===== src/rtl/mem_ctrl_pkg.sv =====
// Shared types and helpers for the byte-serialising memory controller.
// Length codes, FSM states and byte lane helpers.
package mem_ctrl_pkg;

  typedef logic [7:0] byte_t;

  localparam logic [1:0] LEN_BYTE = 2'd0;
  localparam logic [1:0] LEN_HALF = 2'd1;
  localparam logic [1:0] LEN_WORD = 2'd2;

  typedef enum logic [1:0] {
    IDLE,
    IF_RD,
    MEM_RD,
    MEM_WR
  } state_t;

  function automatic logic [2:0] nbytes(input logic [1:0] len);
    case (len)
      LEN_BYTE: return 3'd1;
      LEN_HALF: return 3'd2;
      default:  return 3'd4;
    endcase
  endfunction

  function automatic byte_t get_byte(
    input logic [31:0] w,
    input logic [1:0]  i
  );
    return w[{i, 3'b000} +: 8];
  endfunction

  function automatic logic [31:0] put_byte(
    input logic [31:0] w,
    input logic [1:0]  i,
    input byte_t       b
  );
    logic [31:0] r;
    r = w;
    r[{i, 3'b000} +: 8] = b;
    return r;
  endfunction

endpackage


===== src/rtl/mem_ctrl_if.sv =====
// Request/response and RAM signals of the memory controller.
// master = requesters plus RAM, slave = mem_ctrl.
interface mem_ctrl_if #(
  parameter int ADDR_WIDTH = 32
);
  logic                  if_read;
  logic [ADDR_WIDTH-1:0] if_addr;
  logic                  if_ready;
  logic [31:0]           if_data;
  logic                  mem_read;
  logic                  mem_write;
  logic [ADDR_WIDTH-1:0] mem_addr;
  logic [1:0]            mem_len;
  logic [31:0]           mem_wdata;
  logic                  mem_ready;
  logic [31:0]           mem_rdata;
  logic [ADDR_WIDTH-1:0] ram_a;
  logic                  ram_wr;
  logic [7:0]            ram_dout;
  logic [7:0]            ram_din;

  modport master (
    output if_read, if_addr,
    output mem_read, mem_write,
    output mem_addr, mem_len, mem_wdata,
    output ram_din,
    input  if_ready, if_data,
    input  mem_ready, mem_rdata,
    input  ram_a, ram_wr, ram_dout
  );

  modport slave (
    input  if_read, if_addr,
    input  mem_read, mem_write,
    input  mem_addr, mem_len, mem_wdata,
    input  ram_din,
    output if_ready, if_data,
    output mem_ready, mem_rdata,
    output ram_a, ram_wr, ram_dout
  );
endinterface


===== src/rtl/mem_ctrl.sv =====
// Serialises IF/MEM 1/2/4-byte transfers onto a byte-wide RAM
// with one-cycle read latency; all outputs are registered.
module mem_ctrl
  import mem_ctrl_pkg::*;
#(
  parameter int ADDR_WIDTH = 32,
  parameter bit MEM_FIRST  = 1'b1
) (
  input  logic clk,
  input  logic reset,
  mem_ctrl_if.slave bus
);

  typedef logic [ADDR_WIDTH-1:0] addr_t;

  state_t      state, state_n;
  addr_t       addr_q, addr_n;
  logic [1:0]  len_q, len_n;
  logic [31:0] wdata_q, wdata_n;
  logic [2:0]  cnt, cnt_n;
  logic [31:0] asm_q, asm_n;
  addr_t       ram_a_q, ram_a_n;
  logic        ram_wr_q, ram_wr_n;
  byte_t       ram_dout_q, ram_dout_n;
  logic        if_ready_q, if_ready_n;
  logic [31:0] if_data_q, if_data_n;
  logic        mem_ready_q, mem_ready_n;
  logic [31:0] mem_rdata_q, mem_rdata_n;

  logic [2:0]  n;
  logic [2:0]  cnt_inc;
  logic [1:0]  cap_idx;
  addr_t       nxt_a;
  logic [31:0] merged;
  logic        take_mem;

  assign n        = nbytes(len_q);
  assign cnt_inc  = cnt + 3'd1;
  assign cap_idx  = 2'(cnt - 3'd1);
  assign nxt_a    = addr_q + ADDR_WIDTH'(cnt_inc);
  assign merged   = put_byte(asm_q, cap_idx, bus.ram_din);
  assign take_mem = (bus.mem_read | bus.mem_write)
                  & (MEM_FIRST | ~bus.if_read);

  always_comb begin
    state_n     = state;
    addr_n      = addr_q;
    len_n       = len_q;
    wdata_n     = wdata_q;
    cnt_n       = cnt;
    asm_n       = asm_q;
    ram_a_n     = ram_a_q;
    ram_wr_n    = 1'b0;
    ram_dout_n  = ram_dout_q;
    if_ready_n  = 1'b0;
    if_data_n   = if_data_q;
    mem_ready_n = 1'b0;
    mem_rdata_n = mem_rdata_q;
    unique case (state)
      IDLE: begin
        if (take_mem) begin
          addr_n  = bus.mem_addr;
          len_n   = bus.mem_len;
          wdata_n = bus.mem_wdata;
          cnt_n   = 3'd0;
          asm_n   = 32'd0;
          ram_a_n = bus.mem_addr;
          if (bus.mem_write) begin
            state_n    = MEM_WR;
            ram_wr_n   = 1'b1;
            ram_dout_n = bus.mem_wdata[7:0];
          end else begin
            state_n = MEM_RD;
          end
        end else if (bus.if_read) begin
          state_n = IF_RD;
          addr_n  = bus.if_addr;
          len_n   = LEN_WORD;
          cnt_n   = 3'd0;
          asm_n   = 32'd0;
          ram_a_n = bus.if_addr;
        end
      end
      IF_RD: begin
        if (!bus.if_read) begin
          state_n = IDLE;
        end else if (bus.if_addr != addr_q) begin
          // branch redirect: restart as a fresh accept
          addr_n  = bus.if_addr;
          cnt_n   = 3'd0;
          asm_n   = 32'd0;
          ram_a_n = bus.if_addr;
        end else begin
          if (cnt != 3'd0) asm_n = merged;
          if (cnt == n) begin
            state_n    = IDLE;
            if_ready_n = 1'b1;
            if_data_n  = merged;
          end else begin
            cnt_n = cnt_inc;
            if (cnt_inc < n) ram_a_n = nxt_a;
          end
        end
      end
      MEM_RD: begin
        if (cnt != 3'd0) asm_n = merged;
        if (cnt == n) begin
          state_n     = IDLE;
          mem_ready_n = 1'b1;
          mem_rdata_n = merged;
        end else begin
          cnt_n = cnt_inc;
          if (cnt_inc < n) ram_a_n = nxt_a;
        end
      end
      MEM_WR: begin
        if (cnt_inc < n) begin
          cnt_n      = cnt_inc;
          ram_wr_n   = 1'b1;
          ram_a_n    = nxt_a;
          ram_dout_n = get_byte(wdata_q, cnt_inc[1:0]);
        end else begin
          state_n     = IDLE;
          mem_ready_n = 1'b1;
        end
      end
    endcase
  end

  always_ff @(posedge clk or posedge reset) begin
    if (reset) begin
      state       <= IDLE;
      addr_q      <= '0;
      len_q       <= 2'd0;
      wdata_q     <= 32'd0;
      cnt         <= 3'd0;
      asm_q       <= 32'd0;
      ram_a_q     <= '0;
      ram_wr_q    <= 1'b0;
      ram_dout_q  <= 8'd0;
      if_ready_q  <= 1'b0;
      if_data_q   <= 32'd0;
      mem_ready_q <= 1'b0;
      mem_rdata_q <= 32'd0;
    end else begin
      state       <= state_n;
      addr_q      <= addr_n;
      len_q       <= len_n;
      wdata_q     <= wdata_n;
      cnt         <= cnt_n;
      asm_q       <= asm_n;
      ram_a_q     <= ram_a_n;
      ram_wr_q    <= ram_wr_n;
      ram_dout_q  <= ram_dout_n;
      if_ready_q  <= if_ready_n;
      if_data_q   <= if_data_n;
      mem_ready_q <= mem_ready_n;
      mem_rdata_q <= mem_rdata_n;
    end
  end

  assign bus.ram_a     = ram_a_q;
  assign bus.ram_wr    = ram_wr_q;
  assign bus.ram_dout  = ram_dout_q;
  assign bus.if_ready  = if_ready_q;
  assign bus.if_data   = if_data_q;
  assign bus.mem_ready = mem_ready_q;
  assign bus.mem_rdata = mem_rdata_q;

endmodule

===== src/flat_wrapper.sv =====
// flat-port wrapper written by rule: the top's interface ports become plain ports
module mem_ctrl_flat import mem_ctrl_pkg::*;
#(
  parameter int ADDR_WIDTH = 32,
  parameter bit MEM_FIRST  = 1'b1
)
  (clk, reset, bus_if_read, bus_if_addr, bus_mem_read, bus_mem_write, bus_mem_addr, bus_mem_len, bus_mem_wdata, bus_ram_din, bus_if_ready, bus_if_data, bus_mem_ready, bus_mem_rdata, bus_ram_a, bus_ram_wr, bus_ram_dout);
  mem_ctrl_if #(.ADDR_WIDTH(ADDR_WIDTH)) bus_i ();
  input  logic clk;
  input  logic reset;
  input wire logic [$bits(bus_i.if_read)-1:0] bus_if_read;
  input wire logic [$bits(bus_i.if_addr)-1:0] bus_if_addr;
  input wire logic [$bits(bus_i.mem_read)-1:0] bus_mem_read;
  input wire logic [$bits(bus_i.mem_write)-1:0] bus_mem_write;
  input wire logic [$bits(bus_i.mem_addr)-1:0] bus_mem_addr;
  input wire logic [$bits(bus_i.mem_len)-1:0] bus_mem_len;
  input wire logic [$bits(bus_i.mem_wdata)-1:0] bus_mem_wdata;
  input wire logic [$bits(bus_i.ram_din)-1:0] bus_ram_din;
  output wire logic [$bits(bus_i.if_ready)-1:0] bus_if_ready;
  output wire logic [$bits(bus_i.if_data)-1:0] bus_if_data;
  output wire logic [$bits(bus_i.mem_ready)-1:0] bus_mem_ready;
  output wire logic [$bits(bus_i.mem_rdata)-1:0] bus_mem_rdata;
  output wire logic [$bits(bus_i.ram_a)-1:0] bus_ram_a;
  output wire logic [$bits(bus_i.ram_wr)-1:0] bus_ram_wr;
  output wire logic [$bits(bus_i.ram_dout)-1:0] bus_ram_dout;
  assign bus_i.if_read = bus_if_read;
  assign bus_i.if_addr = bus_if_addr;
  assign bus_i.mem_read = bus_mem_read;
  assign bus_i.mem_write = bus_mem_write;
  assign bus_i.mem_addr = bus_mem_addr;
  assign bus_i.mem_len = bus_mem_len;
  assign bus_i.mem_wdata = bus_mem_wdata;
  assign bus_i.ram_din = bus_ram_din;
  assign bus_if_ready = bus_i.if_ready;
  assign bus_if_data = bus_i.if_data;
  assign bus_mem_ready = bus_i.mem_ready;
  assign bus_mem_rdata = bus_i.mem_rdata;
  assign bus_ram_a = bus_i.ram_a;
  assign bus_ram_wr = bus_i.ram_wr;
  assign bus_ram_dout = bus_i.ram_dout;
  mem_ctrl #(.ADDR_WIDTH(ADDR_WIDTH), .MEM_FIRST(MEM_FIRST)) u_core (.clk(clk), .reset(reset), .bus(bus_i));
endmodule

===== config.mk =====
export PLATFORM = sky130hd
export DESIGN_NAME = mem_ctrl_flat
export DESIGN_NICKNAME = d
export VERILOG_FILES = /design/src/rtl/mem_ctrl_pkg.sv /design/src/rtl/mem_ctrl_if.sv /design/src/rtl/mem_ctrl.sv /design/src/flat_wrapper.sv
export SDC_FILE = /design/constraint.sdc
export NUM_CORES = 1
export LEC_CHECK = 0
export ABC_AREA = 1
export CAP_MARGIN = 20
export CORE_MARGIN = 2
export CORE_UTILIZATION = 44
export CTS_BUF_LIST = sky130_fd_sc_hd__clkbuf_4
export DETAILED_ROUTE_END_ITERATION = 10
export PLACE_DENSITY = 0.73
export SLEW_MARGIN = 40
export SYNTH_ARGS = -nofsm -noshare
export SYNTH_HDL_FRONTEND = slang
export SYNTH_SLANG_ARGS = --single-unit

===== constraint.sdc =====
create_clock -name clk -period 6.85 [get_ports clk]
set_input_delay 1.0275 -clock clk [delete_from_list [all_inputs] [get_ports clk]]
set_output_delay 1.0275 -clock clk [all_outputs]
set_load 0.01 [all_outputs]

======== Word-level counts from Yosys, hierarchy flattened ========
Cells that the tools add are included.
storage, ports and cells
  input bits .............................. 111
  output and inout port bits .............. 107
  flip-flop bits (word level) ............. 210
  logic and storage cells ................. 103
cells by class
  eq/ne operators ......................... 14
  reduce and logical (&&, ||, !) cells .... 17
  bitwise gates (word level) .............. 2
  magnitude comparators ................... 1
  $add $sub $neg .......................... 4
  shift operators ......................... 3
  multiplexer cells ....................... 49
operators with widths
  kind                                                    count
  2-to-1 mux 32 bit                                       13
  one-hot mux 32 bit (4 select lines)                     1
  one-hot mux 32 bit (3 select lines)                     1
  one-hot mux 32 bit (2 select lines)                     1
  adder 32 x 3 -> 32 bit                                  1
  bitwise mux 32 bit                                      1
  inequality test 32 bit                                  1
  variable shift 8 x 7 -> 32 bit (first input constant)   1
  indexed part select 32 x 6 -> 8 bit                     1
  indexed part select 8 x 7 -> 32 bit                     1
  2-to-1 mux 8 bit                                        3
  2-to-1 mux 3 bit                                        6
  2-to-1 mux 2 bit                                        8
  one-hot mux 8 bit (2 select lines)                      1
  one-hot mux 3 bit (4 select lines)                      1
  AND reduction 4 bit                                     3
  2-to-1 mux 1 bit                                        9
  AND reduction 3 bit                                     3
  one-hot mux 2 bit (4 select lines)                      1
  AND reduction 2 bit                                     4
  negator 5 -> 7 bit                                      1
  inequality test 2 x 1 -> 1 bit (second input constant)  3
  inequality test 2 bit (second input constant)           3
  one-hot mux 3 bit (2 select lines)                      1
  14 further kinds                                        21

======== Depth between registers and ports, before layout ========
  word-level depth ........................ 8
  depth in mapped cells ................... 18
  gate-level depth less buffers ........... 18

======== Least setup slack after synthesis ========
No wires, ideal clock.
  path type ............................... register -> register
  from .................................... register u_core.cnt[0]
  to ...................................... register u_core.ram_a_q[6], in the netlist u_core.bus.ram_a[6]
  path slack .............................. 3.999 ns
  arrival time ............................ 2.733 ns
  required time ........................... 6.732 ns
  stages on the path, launching flop included .. 17
  period minus slack after synthesis ...... 2.851 ns
  setup time .............................. 0.118 ns
  path buffers ............................ 2
  path through ............................ dfrtp_1 -> clkinv_1 -> clkbuf_1 -> ha_1 -> ha_1 -> nand3b_1 -> nand2_1 -> inv_2 -> nand2_2 -> buf_4 -> nor2_1 -> a21oi_1 -> nor2_1 -> nor2_1 -> nand2_1 -> nand3_1 -> nand2_1
on the way
  longest elaborated chain between the ends .. 7
  elaborated cells between the ends (all ways) .. 9
RTL lines
  element                                                       RTL line                                           RTL
  start, declared                                               mem_ctrl.sv:20                                     logic [2:0] cnt, cnt_n;
  start signal, assigned                                        mem_ctrl.sv:150                                    cnt <= cnt_n;
  adder 3 x 1 -> 3 bit                                          mem_ctrl.sv:38                                     assign cnt_inc = cnt + 3'd1;
  adder 32 x 3 -> 32 bit or < comparator 3 bit (tied branches)  -
  2-to-1 mux 32 bit                                             mem_ctrl.sv:101, mem_ctrl.sv:113, mem_ctrl.sv:117
  2-to-1 mux 32 bit                                             mem_ctrl.sv:95                                     if (cnt == n) begin
  2-to-1 mux 32 bit                                             mem_ctrl.sv:87                                     end else if (bus.if_addr != addr_q) begin
  2-to-1 mux 32 bit                                             mem_ctrl.sv:85                                     if (!bus.if_read) begin
  one-hot mux 32 bit (4 select lines) *                         mem_ctrl.sv:59                                     unique case (state)
  end signal, assigned                                          mem_ctrl.sv:152                                    ram_a_q <= ram_a_n;
  end, declared                                                 mem_ctrl.sv:22                                     addr_t ram_a_q, ram_a_n;
Mark *: on every way between the ends. The rest lies on a longest branch, timed or not. The select of a mux whose other input is x is not followed.
A chain may end at the register's enable or synchronous reset.

======== Worst setup path after layout ========
  from .................................... register u_core.cnt[0]
  to ...................................... register u_core.ram_a_q[5], in the netlist u_core.bus.ram_a[5]
The elaborated chain is that of the path after synthesis.

==> flow_metrics.env <==
export IMPL_setup_viol=0
export IMPL_path_delay_family="buffers and inverters"
export IMPL_max_stage_delay_ns=0.80
export IMPL_async_flop_share_pct=100
export IMPL_row_count=63
export IMPL_overflow=0
export IMPL_mostFrequentLayoutCells="nand2_1 (686), clkdlybuf4s50_1 (217), dfrtp_1 (210), inv_1 (176), nor2_1 (136)"
export IMPL_cp_common_cell="nand2_1"
export IMPL_crit_slowest_cell="ha_1"
export IMPL_hold_violations=0
export IMPL_wire_per_inst_um=16.5
export IMPL_htreeDepth=2
export IMPL_pre_cts_ws_ns=2.37
export IMPL_end_kind="flip-flop"
export IMPL_synth_top_area_share_pct=39.7
export IMPL_core_area_um2=29600
export IMPL_clkSlewWorstSetupHoldPaths_ns=0.07
export IMPL_post_cts_buffers=0
export IMPL_area_delta_synth_final_pct=23.0
export IMPL_grt_pass1_wl_um=65900
export IMPL_hold_buffers=0
export IMPL_io_pins=218
export IMPL_vdd_drop_max_mv=0.238
export IMPL_path_max_fanout=32
export IMPL_ys_flop_type="dfrtp_1"
export IMPL_cts_root_buf="clkbuf_4"
export IMPL_postSynthAreaPerCell_um2=7.10
export IMPL_final_common_cell="nand2_1"
export IMPL_maxCapViolations=0
export IMPL_hpwl_um=28600
export IMPL_detail_route_antenna_nets=0
export IMPL_ys_types=49
export IMPL_ys_seq_elements=210
export IMPL_finalCritPeriodShare_pct=65.5
export IMPL_grt_usage_pct=26.2
export IMPL_clkLatencyLatePin_ns=0.72
export IMPL_start_util_pct=44.6
export IMPL_syn_inst=1863
export IMPL_crit_path_start_kind="flip-flop"
export IMPL_hold_path_class="reg -> reg"
export IMPL_chipHeight_um=177
export IMPL_drv_slew=0
export IMPL_min_period_ns=4.48
export IMPL_synth_seq_area_share_pct=39.7
export IMPL_gp_congestion=0.978
export IMPL_yosysWarnings=0
export IMPL_yosys_area_top_type="dfrtp_1"
export IMPL_die_area_um2=31500
export IMPL_synth_net_count=1991
export IMPL_worst_clock_skew_ns=0.0412
export IMPL_die_width_um=177
export IMPL_power_leakage_nw=7.65
export IMPL_rsz0062_at_grt="no"
export IMPL_relSlewSlack_pct=47.3
export IMPL_status="finished, final reports clean"
export IMPL_io_buffers=217
export IMPL_wl_um=41200
export IMPL_nets=2190
export IMPL_synth_edff_count=0
export IMPL_critPathArrivalTime_ns=5.10
export IMPL_cts_tree="done"
export IMPL_route_detailed_drc=0
export IMPL_grt_pass1_vias=12950
export IMPL_clock_fmax_mhz=223
export IMPL_crit_type="reg -> reg"
export IMPL_clkSinkCount=210
export IMPL_crit_chain="clkinv_1, ha_1, ha_1, nand3b_1, nand2_1, inv_2, nand2_2, inv_2, nor2_1, a21oi_1, or2_0, nand3_1, nand2_1, nand2_1"
export IMPL_ys_top_cells_by_area="dfrtp_1 (40%), nand2_1 (19%), inv_1 (5.1%), o21ai_0 (4.4%), nor2_1 (3.9%)"
export IMPL_drt_pass1_iter_count=6
export IMPL_drt_iter0_drc=984
export IMPL_viasPerCell=5.34
export IMPL_num_vias=13312
export IMPL_post_cts_resized=0
export IMPL_critPathBufInv=3
export IMPL_drive_gt1_share_pct=9.29
export IMPL_netlist_area_um2=13200
export IMPL_clockBufferDepth=3
export IMPL_power_density_nw_per_um2=431
export IMPL_fin_ws_ns=2.37
export IMPL_cts_inserted_buffers=59
export IMPL_antenna_found_initial=2
export IMPL_worstMarginPinSlew_ns=0.789
export IMPL_grt_max_degree=118
export IMPL_fin_setup_tns_ns=0
export IMPL_required_ns=7.46
-- cell families after synthesis --
kind of cell    share of synthesized area [%]
fa+ha+maj                                1.67
simple gates                             29.4
flops                                    39.7
buf+inv                                  9.21
xor+xnor                                 2.77
compound gates                           16.3
mux                                     0.908
-- final timing paths --
path	start	endpoint	slack (ns)	cells after the start
max reg2reg	u_core.cnt[0]	u_core.bus.ram_a[5]	2.37	14
max in group asynchronous	reset	u_core.bus.ram_a[29]	4.87	3
max	u_core.cnt[0]	u_core.bus.ram_a[5]	2.37	14
min reg2reg	u_core.wdata_q[7]	u_core.wdata_q[7]	0.47	2
min in group asynchronous	reset	u_core.wdata_q[16]	0.78	2
min	u_core.wdata_q[7]	u_core.wdata_q[7]	0.47	2
-- tightest hold or removal path: cells and delay by family (launching register included) --
kind | cells | cell delay (ns)
simple gates | 2 | 0.11
flops | 1 | 0.33
-- cells in the mapped netlist, drive strengths merged (17+ instances only) --
master  count
a21oi      63
nand3      57
o211ai     22
dfrtp     210
inv       198
xnor2      22
o21ai     168
nor2      152
nor3       17
xor2       19
nand2     698
clkbuf     44
o22ai      66
buf        46
-- metal layers --
| layer | wire [um] | vias up | track usage, % |
|---|---|---|---|
| li1 | - | 6392 | - |
| met1 | 17000 | 6189 | 33.2 |
| met2 | 19200 | 604 | 43.9 |
| met3 | 3270 | 127 | 4.56 |
| met4 | 1690 | 0 | 11.6 |
| met5 | 0 | - | 0 |
-- power by group --
part	switching, mW	internal (mW)
Combinational	2.51	1.35
Clock	0.552	0.569
Sequential	0.378	1.65
Total	3.45	3.57
-- layout make-up --
cell class | instances | area, um2
fill | 2888 | 13400
multi-input combinational | 1363 | 6780
sequential | 210 | 5260
timing repair buffer | 228 | 2280
inverter | 200 | 764
clock buffer | 86 | 646
tap | 390 | 488
clock inverter | 13 | 58.8
antenna | 2 | 5.00
-- flip-flops by register name, summed over array words and instances (netlist names) --
register,cells
u_core.bus.mem_ready,1
u_core.len_q,2
u_core.bus.if_data,32
u_core.wdata_q,32
u_core.asm_q,32
u_core.bus.mem_rdata,32
u_core.bus.ram_a,32
u_core.addr_q,32
u_core.bus.if_ready,1
u_core.bus.ram_dout,8
u_core.bus.ram_wr,1
u_core.state,2
u_core.cnt,3
-- through the flow --
stage	utilization [%]	area [um2]	total power [mW]	instances	hold WS, ns
after floorplan	-	13200	4.66	1863	0.437
after global placement	52.3	15500	5.72	2389	0.452
after detailed placement	52.5	15600	5.84	2391	0.454
after CTS	54.9	16300	6.98	2490	0.468
after global routing	54.9	16300	7.60	2491	0.492
final	54.9	16300	7.02	2492	0.467
Power figures use the tool's default switching activity.
